<file path="src/rtl/wave_recorder.sv">
// wave_recorder
// Capture side of the waveform path. Waits for a sample whose magnitude
// reaches a threshold and records from that sample on. It writes every
// (decim_in+1)th valid sample into the waveform RAM and stops on
// record_in low or when DEPTH samples have been stored. It then reports
// the recorded length for the playback oscillator.
//
// Ports:
//   clk_in           system clock
//   rst_in           synchronous active-high reset
//   record_in        level: high arms/records, low stops
//   sample_valid_in  one-cycle strobe, sample_data_in is new
//   sample_data_in   signed two's-complement sample
//   threshold_in     unsigned trigger magnitude
//   decim_in         valid samples skipped between stored samples
//   ram_addr_out     registered RAM write address
//   ram_data_out     registered RAM write data
//   ram_we_out       registered one-cycle RAM write enable
//   wave_width_out   length of the last completed recording
//   busy_out         high while ARMED or RECORD
//   done_out         one-cycle pulse when a recording completes
//
// Handshake: there is no back-pressure. Every cycle with sample_valid_in
// high offers a sample, and it is taken or ignored in that cycle. A
// sample that is stored shows up on the RAM port one cycle later, as a
// single ram_we_out pulse with its address and data. Address and data
// hold their values between pulses.
module wave_recorder #(
    parameter int WW_WIDTH     = 18,
    parameter int SAMPLE_WIDTH = 16,
    parameter int DEPTH        = 240000
) (
    input  logic                    clk_in,
    input  logic                    rst_in,
    input  logic                    record_in,
    input  logic                    sample_valid_in,
    input  logic [SAMPLE_WIDTH-1:0] sample_data_in,
    input  logic [SAMPLE_WIDTH-1:0] threshold_in,
    input  logic [7:0]              decim_in,
    output logic [WW_WIDTH-1:0]     ram_addr_out,
    output logic [SAMPLE_WIDTH-1:0] ram_data_out,
    output logic                    ram_we_out,
    output logic [WW_WIDTH-1:0]     wave_width_out,
    output logic                    busy_out,
    output logic                    done_out
);

    typedef enum logic [1:0] {
        ST_IDLE   = 2'd0,
        ST_ARMED  = 2'd1,
        ST_RECORD = 2'd2,
        ST_DONE   = 2'd3
    } state_t;

    localparam logic [WW_WIDTH-1:0] DEPTH_W = WW_WIDTH'(DEPTH);

    state_t                    state_q, state_d;
    logic [WW_WIDTH-1:0]       count_q, count_d;
    logic [7:0]                decim_cnt_q, decim_cnt_d;
    logic [WW_WIDTH-1:0]       addr_q, addr_d;
    logic [SAMPLE_WIDTH-1:0]   data_q, data_d;
    logic                      we_q, we_d;
    logic [WW_WIDTH-1:0]       width_q, width_d;
    logic                      done_q, done_d;

    // Magnitude is one bit wider than the sample, so the most negative
    // sample gives the full 2**(SAMPLE_WIDTH-1).
    logic [SAMPLE_WIDTH:0]     sample_ext;
    logic [SAMPLE_WIDTH:0]     sample_mag;
    logic                      trigger;
    logic [WW_WIDTH-1:0]       count_inc;

    assign sample_ext = {sample_data_in[SAMPLE_WIDTH-1], sample_data_in};
    assign sample_mag = sample_data_in[SAMPLE_WIDTH-1] ? (~sample_ext + 1'b1) : sample_ext;
    assign trigger    = sample_valid_in && (sample_mag >= {1'b0, threshold_in});
    assign count_inc  = count_q + 1'b1;

    always_comb begin
        state_d     = state_q;
        count_d     = count_q;
        decim_cnt_d = decim_cnt_q;
        addr_d      = addr_q;
        data_d      = data_q;
        we_d        = 1'b0;
        width_d     = width_q;
        done_d      = 1'b0;

        unique case (state_q)
            ST_IDLE: begin
                if (record_in) state_d = ST_ARMED;
            end
            ST_ARMED: begin
                // A stop wins over a trigger in the same cycle.
                if (!record_in) begin
                    state_d = ST_IDLE;
                end else if (trigger) begin
                    we_d        = 1'b1;
                    addr_d      = '0;
                    data_d      = sample_data_in;
                    count_d     = WW_WIDTH'(1);
                    decim_cnt_d = '0;
                    state_d     = ST_RECORD;
                    // A one-sample RAM is full after the trigger sample.
                    if (DEPTH_W == WW_WIDTH'(1)) begin
                        state_d = ST_DONE;
                        width_d = WW_WIDTH'(1);
                        done_d  = 1'b1;
                    end
                end
            end
            ST_RECORD: begin
                if (!record_in) begin
                    state_d = ST_DONE;
                    width_d = count_q;
                    done_d  = 1'b1;
                end else if (sample_valid_in) begin
                    // ">=" (not "==") keeps the skip count sane when
                    // decim_in drops below the running count.
                    if (decim_cnt_q >= decim_in) begin
                        we_d        = 1'b1;
                        addr_d      = count_q;
                        data_d      = sample_data_in;
                        count_d     = count_inc;
                        decim_cnt_d = '0;
                        if (count_inc == DEPTH_W) begin
                            state_d = ST_DONE;
                            width_d = count_inc;
                            done_d  = 1'b1;
                        end
                    end else begin
                        decim_cnt_d = decim_cnt_q + 8'd1;
                    end
                end
            end
            ST_DONE: begin
                // A held record_in never re-arms; it must drop first.
                if (!record_in) state_d = ST_IDLE;
            end
            default: state_d = ST_IDLE;
        endcase
    end

    always_ff @(posedge clk_in) begin
        if (rst_in) begin
            state_q     <= ST_IDLE;
            count_q     <= '0;
            decim_cnt_q <= '0;
            addr_q      <= '0;
            data_q      <= '0;
            we_q        <= 1'b0;
            width_q     <= '0;
            done_q      <= 1'b0;
        end else begin
            state_q     <= state_d;
            count_q     <= count_d;
            decim_cnt_q <= decim_cnt_d;
            addr_q      <= addr_d;
            data_q      <= data_d;
            we_q        <= we_d;
            width_q     <= width_d;
            done_q      <= done_d;
        end
    end

    assign ram_addr_out   = addr_q;
    assign ram_data_out   = data_q;
    assign ram_we_out     = we_q;
    assign wave_width_out = width_q;
    assign done_out       = done_q;
    assign busy_out       = (state_q == ST_ARMED) || (state_q == ST_RECORD);

endmodule

</file>
<file path="config.mk">
export PLATFORM = sky130hd
export DESIGN_NAME = wave_recorder
export DESIGN_NICKNAME = d
export VERILOG_FILES = /design/src/rtl/wave_recorder.sv
export SDC_FILE = /design/constraint.sdc
export NUM_CORES = 1
export LEC_CHECK = 0
export CAP_MARGIN = 40
export CORE_MARGIN = 1.5
export CORE_UTILIZATION = 50
export DETAILED_ROUTE_END_ITERATION = 8
export DONT_BUFFER_PORTS = 1
export SLEW_MARGIN = 0
export SYNTH_ARGS = -nofsm -noshare
export SYNTH_HDL_FRONTEND = slang
export SYNTH_SLANG_ARGS = --single-unit
</file>
<file path="constraint.sdc">
create_clock -name clk_in -period 8.84 [get_ports clk_in]
set_input_delay 1.326 -clock clk_in [delete_from_list [all_inputs] [get_ports clk_in]]
set_output_delay 1.326 -clock clk_in [all_outputs]
set_load 0.01 [all_outputs]
</file>
==> summary.md <==
| Metric | Value |
|---|---|
| Worst-path clk slew | `90 ps` |
| RSZ-0062 raised after global routing | `no` |
| Top post-synthesis cells by area | `dfxtp_1 (33%), ha_1 (8.0%), nand2_1 (6.7%)` |
| Final #Nets | `663` |
| Final Hold Violating Endpoints | `0` |
| Hold-critical path depth | `2` |
| Post-CTS Setup Bufs | `0` |
| WP data required | `9110 ps` |
| CTS Buf Count | `9` |
| N_diodes | `0` |
| Multi-input logic area | `3050 um^2` |
| Hold WC Path Type | `reg -> reg` |
| CTS Root Cell | `clkbuf_8` |
| Placer Congestion | `0.864` |
| Slew headroom | `56.1%` |
| CTS H-Tree Depth | `3` |
| Largest net degree at the start of global routing | `78` |
| Synthesis Warnings | `0` |
| Net count after synthesis | `693` |
| Initial core utilization | `51.4%` |
| Crit. End Element | `flip-flop` |
| Leak pwr | `1.81 nW` |
| Remaining antenna violation count after routing | `0` |
| Clk buf depth | `2` |
| Setup violations, final | `0` |
| Most common cell in the netlist | `nand2_1` |
| Cts hold-fix bufs | `0` |
| Synth cell types | `72` |
| Non-Filler Instances | `725` |
| Slew @ Worst Pin | `642 ps` |
| Layout cells sized above 1 | `11.1%` |
| Initial antenna violation count | `0` |
| Vias | `4281` |
| Register area | `1640 um^2` |
| Max Clk Rate | `0.203 GHz` |
| DRC | `0` |
| Via/cell ratio | `5.90` |
| Setup TNS | `0 ps` |
| Top cells by count, synth | `nand2_1 (90), dfxtp_1 (82), a21oi_1 (67)` |
| Maximum vdd drop | `0.0728 mV` |
| Global-route wire length before repair | `19600 um` |
| Setup WS post-layout | `3900 ps` |
| Cells after Synth | `617` |
| Width of the die | `103 um` |
| # resized after CTS | `0` |
| Total die area | `10700 um^2` |
| Worst setup SP type | `input pin` |
| Iter 0 DRT Violations | `271` |
| Row cnt | `36` |
| Critical Path AT | `5200 ps` |
| GRT Total Usage | `23.4%` |
| CTS tree | `done` |
| Final WL | `12000 um` |
| Max Slew Vio Count | `0` |
| Placed insts | `708` |
| Sink Count | `82` |
| Port bufs | `0` |
| Final worst-path cycle share | `55.8%` |
| Pre-CTS setup slack | `3150 ps` |
| Placeable Area | `9770 um^2` |
| Ys async rst share | `0%` |
| IO Pins | `99` |
| Filler cells | `952` |
| Number of global-route vias before repair | `3912` |
| Outcome | `complete, no violations` |
| Max Fanout on Critical Path | `47` |
| Layout area overhead | `4.95%` |
| Sequential-to-total area share from yosys stat | `32.7%` |
| Total chip power | `0.813 mW` |
| Tmin final | `4940 ps` |
| Post-synth EDFFs | `0` |
| Register-to-Register Path Depth | `10` |
| Mapped Avg Cell Area | `8.15 um^2` |
| Die H | `103 um` |
| Total grt overflow | `0` |
| Post-DP HPWL | `8510 um` |
| CP Class | `in -> reg` |
| Top FF cell, synth | `dfxtp_1` |
| DRT Pass-1 Iters | `5` |
| Max cap viols | `0` |
| #FFs+latches synth | `82` |
| DR WL/cell | `16.6 um` |
| Power density cells | `154 nW/um^2` |
| Clock Skew | `11.6 ps` |
| Area leader, netlist | `dfxtp_1` |
| Post-synth top area share | `32.7%` |
| Mapped cell area | `5030 um^2` |
| Skew-Pair Late Insertion Delay | `370 ps` |
| Util after Layout | `54.0%` |
-- worst max-delay path: stages --
cell	delay, ps
inv_1	60
ha_1	160
nand2_1	70
or3_1	350
or2_2	300
o41ai_1	300
xnor2_1	110
ha_1	300
nand4_1	160
o41ai_1	400
a221oi_1	150
o311a_1	210
or4_1	450
buf_4	310
nand2b_1	320
o21ba_2	200
-- logic make-up after synthesis --
logic type               synth area share (%)
multiplexers                            0.199
AND/OR/NAND/NOR                          23.1
flip-flops                               32.7
adder cells (fa/ha/maj)                  7.96
AO/OA/AOI/OAI                            22.5
buffers and inverters                    6.99
XOR/XNOR                                 6.60
-- power by group --
group          switching (mW)  leakage (nW)  internal (mW)  total [mW]
sequential            0.00774         0.661          0.375       0.383
clock                   0.146         0.127          0.196       0.342
combinational          0.0538          1.02         0.0342      0.0879
-- final cells by class --
type	count	share of cell area, %
multi-input cells	455	57.7
repair buffers	6	0.925
clock buffers	10	2.61
inverters	33	2.35
well taps	133	3.15
flip-flops and latches	82	31.1
clock inverters	6	2.13
-- state kept, by name, summed over array words and instances (netlist names), named ones only --
name            flops
done_out            1
ram_we_out          1
decim_cnt_q         8
ram_data_out       16
ram_addr_out       18
wave_width_out     18
state_q             1
count_q            18
-- stage by stage --
| step | instance area, um^2 | hold WS (ps) |
|---|---|---|
| floorplan | 5030 | 470 |
| global placement | 5010 | 481 |
| detailed placement | 5010 | 486 |
| CTS | 5270 | 503 |
| global route | 5280 | 520 |
| finish | 5280 | 500 |
-- placed cells by master (no fill, tap or decap), drive strengths merged, types with 7 or more instances in the layout --
cell type,count
dfxtp,82
nor3,7
nand2,90
ha,32
clkbuf,10
a21oi,80
inv,34
a311oi,17
nand3,35
o21ai,25
xor2,16
nor2,29
xnor2,21
or3,11
and3,7
nor4,8
nand4,13
-- metal layers --
metal | global-route usage [%] | wire length [um] | vias to the layer above
met5 | 0 | 0 | -
met4 | 9.15 | 231 | 0
met3 | 5.85 | 860 | 19
met2 | 33.0 | 5120 | 124
met1 | 33.9 | 5840 | 2009
li1 | - | - | 2129
-- worst paths after layout --
kind | start | end | slack, ps
worst max-delay path | sample_data_in[0] | decim_cnt_q[7] | 3900
worst max register to register | count_q[0] | wave_width_out[14] | 5520
worst min-delay path | ram_addr_out[6] | ram_addr_out[6] | 500
worst min register to register | ram_addr_out[6] | ram_addr_out[6] | 500
Note: power is estimated with default switching activity, not from simulation.
